File: src/rtl/ed25519_pkg.sv
// Shared ed25519 constants and types: field prime Q, word index, stream FSM states.
package ed25519_pkg;

  // Field prime Q = 2^255 - 19: 250 ones above a low 5-bit field of 13.
  localparam logic [254:0] Q      = {{250{1'b1}}, 5'd13};
  localparam logic [4:0]   Q_LOW5 = 5'd13;

  typedef logic [1:0] widx_t;

  typedef enum logic [1:0] {RX_X, RX_Y, TX} state_t;

  // Reverse the 8 bytes of a 64-bit word.
  function automatic logic [63:0] bswap64(input logic [63:0] w);
    logic [63:0] r;
    for (int i = 0; i < 8; i++) r[8*i +: 8] = w[56-8*i +: 8];
    return r;
  endfunction

endpackage

File: src/rtl/ed25519_point_compress_if.sv
// Stream bundle between the scalar-multiply core, the compressor and its consumer.
// master = environment side, slave = compressor side.
interface ed25519_point_compress_if #(parameter int DATA_W = 64);
  logic              i_in_valid;
  logic              o_in_ready;
  logic [DATA_W-1:0] i_in_data;
  logic              o_out_valid;
  logic              i_out_ready;
  logic [DATA_W-1:0] o_out_data;
  logic              o_out_last;
  logic              o_err;

  modport master (
    output i_in_valid, i_in_data, i_out_ready,
    input  o_in_ready, o_out_valid, o_out_data, o_out_last, o_err
  );

  modport slave (
    input  i_in_valid, i_in_data, i_out_ready,
    output o_in_ready, o_out_valid, o_out_data, o_out_last, o_err
  );
endinterface

File: src/rtl/ed25519_canon_check.sv
// Combinational y >= Q test on a 255-bit field element.
// Q has all ones above bit 5, so only the low 5 bits need a magnitude compare.
module ed25519_canon_check
  import ed25519_pkg::*;
(
  input  logic [254:0] y,
  output logic         y_ge_q
);

  assign y_ge_q = (y[254:5] == Q[254:5]) && (y[4:0] >= Q_LOW5);

endmodule

File: src/rtl/ed25519_point_compress.sv
// ed25519 point compressor: takes xg,yg (4x64 words each, MSB word first) and
// emits the 256-bit encoding {parity(xg), yg[254:0]} as 4 words, flagging
// non-canonical yg and set top bits on o_err.
// Optional macro PC_LE_OUT_EN: emit RFC 8032 little-endian byte order
// (LSB word first, each word byte-swapped).
module ed25519_point_compress
  import ed25519_pkg::*;
#(
  parameter int DATA_W      = 64,
  parameter bit CHECK_CANON = 1'b1
)(
  input  logic i_clk,
  input  logic i_rst,
  ed25519_point_compress_if.slave bus
);

  state_t            state, state_nxt;
  widx_t             idx, sel;
  logic [254:0]      ybuf;
  logic              err_top, xpar, y_ge_q, ge_now;
  logic              in_hs, out_hs, idx_last;
  logic [DATA_W-1:0] word_be;

  assign in_hs    = bus.i_in_valid & bus.o_in_ready;
  assign out_hs   = bus.o_out_valid & bus.i_out_ready;
  assign idx_last = (idx == 2'd3);

  // Compare the buffer as it will look once the incoming low y word lands,
  // so the flag is registered on the same edge as the last y word.
  ed25519_canon_check u_canon (
    .y      ({ybuf[254:64], bus.i_in_data}),
    .y_ge_q (ge_now)
  );

  // State register.
  always_ff @(posedge i_clk) begin
    if (i_rst) state <= RX_X;
    else       state <= state_nxt;
  end

  // Next state: four words per phase.
  always_comb begin
    state_nxt = state;
    case (state)
      RX_X:    if (in_hs && idx_last)  state_nxt = RX_Y;
      RX_Y:    if (in_hs && idx_last)  state_nxt = TX;
      TX:      if (out_hs && idx_last) state_nxt = RX_X;
      default: state_nxt = RX_X;
    endcase
  end

  // Word index, y buffer and sideband flags.
  always_ff @(posedge i_clk) begin
    if (i_rst) begin
      idx     <= '0;
      ybuf    <= '0;
      err_top <= 1'b0;
      xpar    <= 1'b0;
      y_ge_q  <= 1'b0;
    end else begin
      case (state)
        RX_X: if (in_hs) begin
          if (idx == 2'd0) err_top <= bus.i_in_data[63];
          if (idx_last)    xpar    <= bus.i_in_data[0];
          idx <= idx + 2'd1;
        end
        RX_Y: if (in_hs) begin
          case (idx)
            2'd0: begin
              ybuf[254:192] <= bus.i_in_data[62:0];
              err_top       <= err_top | bus.i_in_data[63];
            end
            2'd1:    ybuf[191:128] <= bus.i_in_data;
            2'd2:    ybuf[127:64]  <= bus.i_in_data;
            default: begin
              ybuf[63:0] <= bus.i_in_data;
              y_ge_q     <= ge_now;
            end
          endcase
          idx <= idx + 2'd1;
        end
        TX: if (out_hs) begin
          if (idx_last) begin
            err_top <= 1'b0;
            xpar    <= 1'b0;
          end
          idx <= idx + 2'd1;
        end
        default: idx <= '0;
      endcase
    end
  end

  // Pick which big-endian encoded word goes out for this output slot.
`ifdef PC_LE_OUT_EN
  assign sel = ~idx;
`else
  assign sel = idx;
`endif

  // Big-endian encoded word for the selected slot.
  always_comb begin
    case (sel)
      2'd0:    word_be = {xpar, ybuf[254:192]};
      2'd1:    word_be = ybuf[191:128];
      2'd2:    word_be = ybuf[127:64];
      default: word_be = ybuf[63:0];
    endcase
  end

  // Outputs decoded from state; everything forced to idle while in reset.
  always_comb begin
    bus.o_in_ready  = 1'b0;
    bus.o_out_valid = 1'b0;
    bus.o_out_data  = '0;
    bus.o_out_last  = 1'b0;
    bus.o_err       = 1'b0;
    if (!i_rst) begin
      case (state)
        RX_X, RX_Y: bus.o_in_ready = 1'b1;
        TX: begin
          bus.o_out_valid = 1'b1;
`ifdef PC_LE_OUT_EN
          bus.o_out_data  = bswap64(word_be);
`else
          bus.o_out_data  = word_be;
`endif
          bus.o_out_last  = idx_last;
          bus.o_err       = CHECK_CANON ? (y_ge_q | err_top) : 1'b0;
        end
        default: ;
      endcase
    end
  end

endmodule

File: src/flat_wrapper.sv
// flat-port wrapper written by rule: the top's interface ports become plain ports
module ed25519_point_compress_flat import ed25519_pkg::*;
#(
  parameter int DATA_W      = 64,
  parameter bit CHECK_CANON = 1'b1
)
  (i_clk, i_rst, bus_i_in_valid, bus_i_in_data, bus_i_out_ready, bus_o_in_ready, bus_o_out_valid, bus_o_out_data, bus_o_out_last, bus_o_err);
  ed25519_point_compress_if #(.DATA_W(DATA_W)) bus_i ();
  input  logic i_clk;
  input  logic i_rst;
  input wire logic [$bits(bus_i.i_in_valid)-1:0] bus_i_in_valid;
  input wire logic [$bits(bus_i.i_in_data)-1:0] bus_i_in_data;
  input wire logic [$bits(bus_i.i_out_ready)-1:0] bus_i_out_ready;
  output wire logic [$bits(bus_i.o_in_ready)-1:0] bus_o_in_ready;
  output wire logic [$bits(bus_i.o_out_valid)-1:0] bus_o_out_valid;
  output wire logic [$bits(bus_i.o_out_data)-1:0] bus_o_out_data;
  output wire logic [$bits(bus_i.o_out_last)-1:0] bus_o_out_last;
  output wire logic [$bits(bus_i.o_err)-1:0] bus_o_err;
  assign bus_i.i_in_valid = bus_i_in_valid;
  assign bus_i.i_in_data = bus_i_in_data;
  assign bus_i.i_out_ready = bus_i_out_ready;
  assign bus_o_in_ready = bus_i.o_in_ready;
  assign bus_o_out_valid = bus_i.o_out_valid;
  assign bus_o_out_data = bus_i.o_out_data;
  assign bus_o_out_last = bus_i.o_out_last;
  assign bus_o_err = bus_i.o_err;
  ed25519_point_compress #(.DATA_W(DATA_W), .CHECK_CANON(CHECK_CANON)) u_core (.i_clk(i_clk), .i_rst(i_rst), .bus(bus_i));
endmodule
File: config.mk
export PLATFORM = sky130hd
export DESIGN_NAME = ed25519_point_compress_flat
export DESIGN_NICKNAME = d
export VERILOG_FILES = /design/src/rtl/ed25519_pkg.sv /design/src/rtl/ed25519_point_compress_if.sv /design/src/rtl/ed25519_canon_check.sv /design/src/rtl/ed25519_point_compress.sv /design/src/flat_wrapper.sv
export SDC_FILE = /design/constraint.sdc
export NUM_CORES = 1
export LEC_CHECK = 0
export BUFFER_PORTS_ARGS = -buffer_cell sky130_fd_sc_hd__clkbuf_2
export CAP_MARGIN = 10
export CORE_ASPECT_RATIO = 1.4
export CORE_UTILIZATION = 58
export DETAILED_ROUTE_END_ITERATION = 6
export HOLD_SLACK_MARGIN = 0.1
export MAX_ROUTING_LAYER = met4
export PLACE_DENSITY = 0.8
export SLEW_MARGIN = 25
export SYNTH_ARGS = -nofsm -noshare
export SYNTH_HDL_FRONTEND = slang
export SYNTH_SLANG_ARGS = --single-unit
File: constraint.sdc
create_clock -name i_clk -period 2.8 [get_ports i_clk]
set_clock_uncertainty 0.05 [all_clocks]
set_input_delay 0.84 -clock i_clk [delete_from_list [all_inputs] [get_ports i_clk]]
set_output_delay 0.84 -clock i_clk [all_outputs]
set_load 0.02 [all_outputs]
==> metrics list <==
- Of the cells placed in the final design, the portion with a size suffix greater than 1 is 15.14%.
- Net count of the finished layout: about 1700
* Post-detailed-route wirelength per cell: 20.50 um
- In this run the tightest slew margin relative to its limit is a little over a third.
- Once detail routing completed, the nets flagged for antenna violations numbered 0.
- CTS Buf Count: 26
- The checks that failed: design-rule violations, negative setup slack.
- In this run, synthesis inferred 0 flip-flops with an integrated enable.
* Final routed DRC violation total: 3
- Last weighted congestion value of the routability-driven placer: around 0.93
- CTS saw ~260 sinks.
* Synthesis Warnings: 0
- Of all nets on the critical path, the largest fanout is 12.
* Number of rows created at floorplan: 60
* Number of port buffers: around 140
- Max Slew Vio Count: 0
- Gate count of the mapped netlist: about 1600
- CP endpoint kind: primary output
- Data on the critical path is required at its endpoint by between 1500 and 2000 ps.
- Area growth from synthesis to layout: 19.35%
- Post-Place Setup Slack: a little under 70 ps
- Post-route setup slack: -638.2 ps
- STA classifies the critical path startpoint as a flip-flop.
- The floorplan step defined a die boundary enclosing 20160 um^2.
* Initial core utilization: 59.13%
- The detailed router placed about 12000 vias in this run.
* Arrival time at the worst endpoint: 2550 ps
* Number of distinct standard cells referenced by the synthesized netlist: 33
- Placeable core area: approximately 19000 um^2
- CTS Buffer Depth: 3
- CTS tree: yes
- Max rail drop VDD: 0.5101 mV
* Cell-internal power: around 5.7 mW
* Total global routing overflow: 0
* Max-cap violation count: 0
* Number of synthesized register bits: 262
- Sequential cells were found to cover 46.16% of the synthesized design area.
* Lkg Pwr: about 4.6 nW
- Clock power frac: between 40 and 50%
* Final critical-path required period: between 3000 and 4000 ps
- Global-route wire length before repair: a little under 60 mm
- The synthesized netlist occupies a cell area of around 11000 um^2.
- Gate power share: 5.4%
* Sequential share of power: a little over 50%
* Commonest non-fill, non-tap cell in the layout: nand2_1
- Of the available clock period, the critical path in the final layout requires 122.8%.
- At the pin with the least slew margin, the transition time is around 960 ps.
- Wires add up to ~39 mm.
- Maximum number of pins on one net before global-route repair: 202
- The HPWL after detailed placement is 24.02 mm.
- The repair_antennas step left the layout with diodes totalling 0.
- The number of nets handed over by synthesis was 1639.
* Class of the worst hold path: flip-flop to flip-flop
- Among all flip-flop cells after synthesis, the most frequent one is dfxtp_1.
- Clock slew at the register clock pins of the worst setup and hold paths: about 60 ps
- The floorplan step set the die width to 120.3 um.
* Maximum level of the CTS H-tree: 1
- Number of global-route vias before repair: 11230
- Mapped Avg Cell Area: between 7 and 8 um^2
* Power per cell area: between 500 and 600 nW/um^2
- In this run the count of I/O pins placed on the die edge is between 100 and 150.
* Commonest cells after routing, fill and taps aside: 513 x nand2_1, 319 x a21oi_1, 260 x dfxtp_1
* Core utilization of the finished layout: between 70% and 80%
- Number of vias per cell: 6.387
* Number of DRC violations after detailed-routing iteration 0: about 1800
- Global routing used a little under two fifths of the available tracks.
- Clock latency on the worst-skew pair, taken at its later pin, is 530 ps.
- Clock root buffer: clkbuf_16
- Before antenna repair, the detailed router went through 7 iterations.
- Switch share: between 20% and 30%
- Final setup violation count: 64
* Endpoints failing hold: 0
- Async set-or-reset flop fraction in the synthesized netlist: 0%
- From bottom edge to top edge, the die measures 167.6 um.
- Setup repair after global routing could not meet its margin everywhere.
* Status: complete, but fails checks
- Derived from the worst setup path, the maximum achievable clock frequency is between 0.2 and 0.3 GHz.
- The number of antenna violations at the first check in global routing was 0.
- Summed over all nets, the switching power comes to 1.740 mW.
- By startpoint and endpoint, the worst setup path is classified as flip-flop to primary output.
==> power by group through the flow <==
stage	sequential, mW	combinational, mW	clock, mW
floorplan	3.82	0.135	0
global route	3.73	0.413	3.41
global placement	3.82	0.338	0
finish	3.73	0.401	3.27
CTS	3.73	0.352	3.27
detailed placement	3.82	0.339	0
==> cells by family (layout without fill, tap and decap cells) <==
group                    Yosys count  in the layout  share of synthesized area [%]
AO/OA/AOI/OAI                    398            398                          20.57
flip-flops                       262            262                          46.16
adder cells (fa/ha/maj)            9              9                         0.9910
multiplexers                       2              2                         0.1762
buffers and inverters            136            245                          4.834
AND/OR/NAND/NOR                  755            755                          27.27
==> synth_stat cells, types with 3 or more instances <==
library cell  count  area (um^2)
nand2b_1          3        18.77
a21oi_1         323         1617
and3_1            3        18.77
nand4_1          64        400.4
nand3_1           6        30.03
nor4_1           14        87.58
clkbuf_1         87        326.6
buf_1             8        30.03
dfxtp_1         262         5245
inv_1            10        37.54
ha_1              9        112.6
a222oi_1         64        640.6
buf_2            31        155.2
nand2_1         513         1926
nor2_1          143        536.8
==> registers in the layout, summed over array words and instances, names as in the netlist <==
signal,cells
u_core.err_top,1
u_core.idx,2
u_core.state,2
u_core.xpar,1
u_core.y_ge_q,1
u_core.ybuf,255
==> worst paths after layout <==
kind / from / to / slack (ps) / depth (start not counted)
worst max-delay path: u_core.idx[0]$_SDFFE_PP0P_ / bus_o_out_data[52] / -640 / 8
worst min-delay path: u_core.ybuf[30]$_SDFFE_PP0P_ / u_core.ybuf[30]$_SDFFE_PP0P_ / 400 / 2
worst max register to register: u_core.idx[0]$_SDFFE_PP0P_ / u_core.y_ge_q$_SDFFE_PP0P_ / 370 / 10
worst min register to register: u_core.ybuf[30]$_SDFFE_PP0P_ / u_core.ybuf[30]$_SDFFE_PP0P_ / 400 / 2
==> critical path, cell delays in order (launching register included) <==
cell and delay, ps:
dfxtp_4 370, inv_4 50, ha_4 230, clkbuf_16 200
a222oi_1 730, nor2_1 70, a21oi_1 150, nor2_1 50
clkbuf_2 150
==> repair_timing <==
item                                   4_1_cts  5_1_grt
setup endpoints to repair                   65       67
cloned                                       1        8
hold buffers                                 0        0
pin swaps                                   49       29
resized for setup                           16       63
setup buffers                                0        6
endpoints found under the hold margin        0        0
==> area by class of cell <==
| type | instances | area [um^2] |
|---|---|---|
| Multi-Input combinational cell | 1164 | 5670 |
| Sequential cell | 262 | 5253 |
| Clock buffer | 37 | 733.2 |
| Clock inverter | 7 | 40.04 |
| Inverter | 10 | 40.04 |
| Timing Repair Buffer | 191 | 1515 |
| Tap cell | 248 | 310.3 |
| Fill cell | 1581 | 5657 |
==> metal layers <==
layer  global-route usage (%)  vias to the layer above  wire length, um  share of wire, %
met1                    44.33                     5730            14070                36
li1                         -                     5579                -                 -
met2                    61.47                      753            19100                49
met4                    22.01                        0             2566               6.5
met5                        -                        -                0                 0
met3                    5.109                      195             3607               9.2
==> metrics by stage <==
stage               area [um^2]  std cells  power [mW]  TNS, ps  hold slack, ps
floorplan                 11360       1562       3.951        0           386.7
global placement          12400       1860       4.154        0           391.4
detailed placement        12400       1860       4.156        0           396.7
CTS                       13250       1905       7.360   -16290           404.7
global route              13560       1919       7.553   -24940           419.6
finish                    13560       1919       7.407   -20600           404.0
Note: power is estimated with default switching activity, not from simulation.
